### src/rtl/majority_window_filter.sv
// majority_window_filter: serial bit stream -> WIN-bit window with running
// ones count, registered majority decision over a valid/ready handshake.
//
// Ports:
//   clk, rst            clock (rising edge), async active-high reset
//   bit_in, in_valid    serial input bit and its qualifier
//   in_ready            block can take a bit this cycle
//   flush               synchronous clear of window/count/fill state
//   maj_out             decision: ones_cnt > WIN/2
//   window              window at decision time, newest bit at [0]
//   ones_cnt            popcount of window at decision time
//   out_valid/out_ready output handshake
//
// MODE 0 = sliding (one decision per bit once full)
// MODE 1 = block (one decision per non-overlapping WIN-bit group)
module majority_window_filter #(
    parameter int WIN  = 7,
    parameter int MODE = 0,
    parameter int CW   = $clog2(WIN + 1)
) (
    input  logic           clk,
    input  logic           rst,
    input  logic           bit_in,
    input  logic           in_valid,
    output logic           in_ready,
    input  logic           flush,
    output logic           maj_out,
    output logic [WIN-1:0] window,
    output logic [CW-1:0]  ones_cnt,
    output logic           out_valid,
    input  logic           out_ready
);

    localparam logic [CW-1:0] FULLC = CW'(WIN);
    localparam logic [CW-1:0] LASTC = CW'(WIN - 1);
    localparam logic [CW-1:0] HALF  = CW'(WIN / 2);
    localparam logic [CW-1:0] ONE   = CW'(1);

    logic [WIN-1:0] sh;
    logic [WIN-1:0] sh_nxt;
    logic [CW-1:0]  fcnt;
    logic [CW-1:0]  cnt;
    logic [CW-1:0]  cnt_nxt;
    logic           acc;
    logic           xfer;
    logic           full;
    logic           done;

    assign in_ready = ~out_valid | out_ready;
    assign acc      = in_valid & in_ready;
    assign xfer     = out_valid & out_ready;

    // fcnt only reaches WIN in sliding mode; block mode clears at WIN-1+1
    assign full   = (fcnt == FULLC);
    assign done   = acc & (fcnt >= LASTC);
    assign sh_nxt = {sh[WIN-2:0], bit_in};

    // Incremental popcount; when full the bit shifted out leaves the count.
    // Modular wrap of the intermediate sum is harmless at CW bits.
    always_comb begin
        cnt_nxt = cnt + CW'(bit_in);
        if (full) begin
            cnt_nxt = cnt_nxt - CW'(sh[WIN-1]);
        end
    end

    always_ff @(posedge clk or posedge rst) begin
        if (rst) begin
            sh        <= '0;
            fcnt      <= '0;
            cnt       <= '0;
            maj_out   <= 1'b0;
            window    <= '0;
            ones_cnt  <= '0;
            out_valid <= 1'b0;
        end else if (flush) begin
            // output data kept; out_valid=0 marks it stale
            sh        <= '0;
            fcnt      <= '0;
            cnt       <= '0;
            out_valid <= 1'b0;
        end else begin
            if (acc) begin
                if ((MODE != 0) && done) begin
                    sh   <= '0;
                    cnt  <= '0;
                    fcnt <= '0;
                end else begin
                    sh  <= sh_nxt;
                    cnt <= cnt_nxt;
                    if (!full) begin
                        fcnt <= fcnt + ONE;
                    end
                end
            end
            if (done) begin
                window    <= sh_nxt;
                ones_cnt  <= cnt_nxt;
                maj_out   <= (cnt_nxt > HALF);
                out_valid <= 1'b1;
            end else if (xfer) begin
                out_valid <= 1'b0;
            end
        end
    end

endmodule

### config.mk
export PLATFORM = sky130hd
export DESIGN_NAME = majority_window_filter
export DESIGN_NICKNAME = d
export VERILOG_FILES = /design/src/rtl/majority_window_filter.sv
export SDC_FILE = /design/constraint.sdc
export NUM_CORES = 1
export LEC_CHECK = 0
export CAP_MARGIN = 10
export CORE_MARGIN = 4
export CORE_UTILIZATION = 52
export CTS_BUF_LIST = sky130_fd_sc_hd__clkbuf_8 sky130_fd_sc_hd__clkbuf_16
export CTS_CLUSTER_SIZE = 40
export DETAILED_ROUTE_END_ITERATION = 8
export PLACE_DENSITY_LB_ADDON = 0.25
export SYNTH_ARGS = -nofsm -noshare
export SYNTH_HDL_FRONTEND = slang
export SYNTH_SLANG_ARGS = --single-unit
### constraint.sdc
create_clock -name clk -period 1.79 [get_ports clk]
set_input_delay 0.2685 -clock clk [delete_from_list [all_inputs] [get_ports clk]]
set_output_delay 0.2685 -clock clk [all_outputs]
set_load 0.05 [all_outputs]
==> results.txt <==
nature of the critical path startpoint = register
relative max-transition margin = 59.4%
area of the core = 2190 um^2
top-count cell post-synth = sky130_fd_sc_hd__dfrtp_1
WL/cell = 15.4 um
switching power share of the total = 24.1%
cell area after placement = 1440 um^2
Slowest Stage Delay on Critical Path = 810 ps
HPWL after detailed placement = 1.58 mm
cell-internal power = 0.000784 W
number of distinct standard cells referenced by the synthesized netlist = 23
fraction of final layout cells sized beyond drive strength 1 = 30.7%
starting utilization of the core area = 54.1%
proportion of synthesized area in mux cells = 14.5%
final worst-path cycle share = 95.6%
synthesized netlist net count = 98
synthesized flop and latch total = 25
number of placed I/O pins = 19
Worst Hold Class = primary input to async pin
Slowest-stage cell, CP = sky130_fd_sc_hd__clkdlybuf4s50_1
TritonCTS clock tree = done
# clock sinks = 25
clock latency reported for the late side of the worst-skew pair = 260 ps
Horiz. Die Dim = 55.7 um
number of CTS-inserted buffers = 3
Critical path buffers and inverters = 1
area fraction in compound gates after synthesis = 13.2%
kind of capture point of the worst setup path = output pin
number of hold buffers added after CTS = 0
capturing point of the worst reg2reg path = ones_cnt[1]$_DFFE_PP0P_
unrepaired setup endpoints after global routing = false
number of detailed-route iterations in the first pass = 2
wire length of the first global-routing pass = 3.88 mm
status = complete, no violations
buffers from clock root to sink, at most = 2
yosys synthesis warning count = 0
initial antenna violation count = 0
worst clock skew = 0.902 ps
register-to-register setup slack = 140 ps
simple logic cell fraction of the synthesized area = 6.55%
cell type contributing the most total cell area after synthesis = sky130_fd_sc_hd__dfrtp_1
area overhead of the layout relative to synthesis = 25.7%
data arrival time of the critical path = 1440 ps
Top delay family on crit path = buffers and inverters
via count of the first global-routing pass = 857
Setup Buffers After CTS = 0
instance count of the mapped netlist = 85
vias per inst = 5.27
post-synthesis instance area = 1180 um^2
Required @ worst endpoint = 1520 ps
cell chosen for the clock root = sky130_fd_sc_hd__clkbuf_8
post-synthesis xor/xnor area fraction = 1.48%
Adder-Cell Fraction of Synth Area = 7.39%
global-route congestion overflow total = 0
DRC Markers = 0
routed wire length = 2.18 mm
residual antenna-violating net count after detailed routing = 0
crit path kind = register to output pin
part of the power in registers = 57.2%
setup-violating endpoint count in the final report = 0
syn avg cell area = 13.9 um^2
largest net degree at the start of global routing = 26
most frequent cells after synthesis = 25 x sky130_fd_sc_hd__dfrtp_1, 9 x sky130_fd_sc_hd__a22o_1, 8 x sky130_fd_sc_hd__mux2_4
final critical delay including setup and external delays = 1710 ps
Final Net Count = 128
Final GP Congestion = 0.704
clock network fraction of design power = 31.1%
overall track demand over capacity in global routing = 15.8%
H-tree level count = 1
clock-pin transition on the worst setup and hold timing paths = 80 ps
Chip Height = 55.7 um
overall die area = 3110 um^2
portion of synthesized cell area occupied by the leading cell type = 52.8%
actual slew at the worst max-slew pin = 606 ps
post-cts sizing count = 0
combinational power share = 11.7%
worst-case vdd ir drop = 0.630 mV
final setup TNS = 0 ps
Cell Rows = 17
Antenna diodes = 0
leading register cell type out of synthesis = sky130_fd_sc_hd__dfrtp_1
top cells by area, synth = sky130_fd_sc_hd__dfrtp_1 53%, sky130_fd_sc_hd__mux2_4 10%, sky130_fd_sc_hd__ha_1 7.4%
pins over their slew limit = 0
Crit Reg-Reg Startpoint = cnt[0]$_DFFE_PP0P_
crit-path max FO = 2
number of max-cap violations = 0
power density over the cells = 693 nW/um^2
proportion of synthesized chip area in sequential cells = 52.8%
switching component of the power = 0.000249 W
fraction of the core area covered by cells at the end of the flow = 68.0%
depth of the worst register-to-register path = 6
Fmax = 585 MHz
final standard cell area without fillers = 1490 um^2
tightest hold margin = 342 ps
drt initial violations = 3
overall via count from detail_route = 748
Leak = 0.715 nW
Post-synth ARST share = 100%
EDFF count, synth = 0
dominant combinational cell family by area after synthesis = multiplexers
count of input and output buffers = 18
cells along the critical path = clkdlybuf4s50_1
hold violation count in the final report = 0
==> worst max-delay path by stage <==
stage	startpoint	end	slack (ps)	cells past startpoint
4_1_cts	window[1]$_DFFE_PP0P_	window[1]	60	1
3_3_place_gp	bit_in	ones_cnt[1]$_DFFE_PP0P_	-130	7
3_5_place_dp	bit_in	ones_cnt[1]$_DFFE_PP0P_	-180	7
5_1_grt	window[1]$_DFFE_PP0P_	window[1]	40	1
6_report	window[1]$_DFFE_PP0P_	window[1]	80	1
2_1_floorplan	out_valid$_DFFE_PP0P_	cnt[0]$_DFFE_PP0P_	110	5
==> final cells by class <==
cell class | instances | area, um^2
multi-input combinational | 51 | 518
clock inverter | 1 | 5.00
timing repair buffer | 27 | 233
fill | 179 | 702
sequential | 25 | 627
clock buffer | 3 | 41.3
inverter | 7 | 30.0
tap | 28 | 35.0
==> kinds of logic after synthesis <==
kind of cell | after synthesis
AO/OA/AOI/OAI | 19
XOR/XNOR | 2
adder cells (fa/ha/maj) | 7
buffers and inverters | 9
flip-flops | 25
multiplexers | 13
AND/OR/NAND/NOR | 10
==> placed cells by master (no fill, tap or decap), drive strengths merged, types with 3 or more instances in the layout <==
cell type	Yosys	final
clkbuf	0	3
mux2	9	9
o21ai	4	4
mux2i	4	4
a22o	9	9
clkdlybuf4s50	0	12
a21oi	4	4
ha	7	7
dfrtp	25	25
nand2b	3	3
inv	7	6
buf	2	15
==> power groups by stage <==
stage	Clock [W]	Sequential [W]	Combinational (W)
final	0.000321	0.000591	0.000121
after global routing	0.000359	0.000593	0.000134
after CTS	0.000331	0.000591	0.000123
after detailed placement	0	0.000602	0.000120
after global placement	0	0.000600	0.000116
after floorplan	0	0.000620	0.0000518
==> stage by stage <==
step / instances / total power [W] / setup slack, ps
floorplan: 85 / 0.000672 / 115
finish: 142 / 0.00103 / 79.6
detailed placement: 138 / 0.000722 / -176
global route: 142 / 0.00109 / 39.7
global placement: 138 / 0.000716 / -126
CTS: 142 / 0.00104 / 60.2
==> worst min-delay path, cell delays in order <==
cell,delay [ps]
sky130_fd_sc_hd__clkdlybuf4s50_1,390
sky130_fd_sc_hd__inv_1,50
sky130_fd_sc_hd__buf_4,290
==> sequential cells by signal (all words and copies together), names as in the netlist <==
signal	cells
cnt	3
sh	7
window	7
ones_cnt	3
out_valid	1
maj_out	1
fcnt	3
==> routing by layer <==
layer	wire, um	vias up	global-route usage, %
met2	1100	19	25.2
met1	954	369	20.2
met3	108	2	3.94
met5	0	-	0
li1	-	358	-
met4	16	0	7.29
Power figures use the tool's default switching activity.
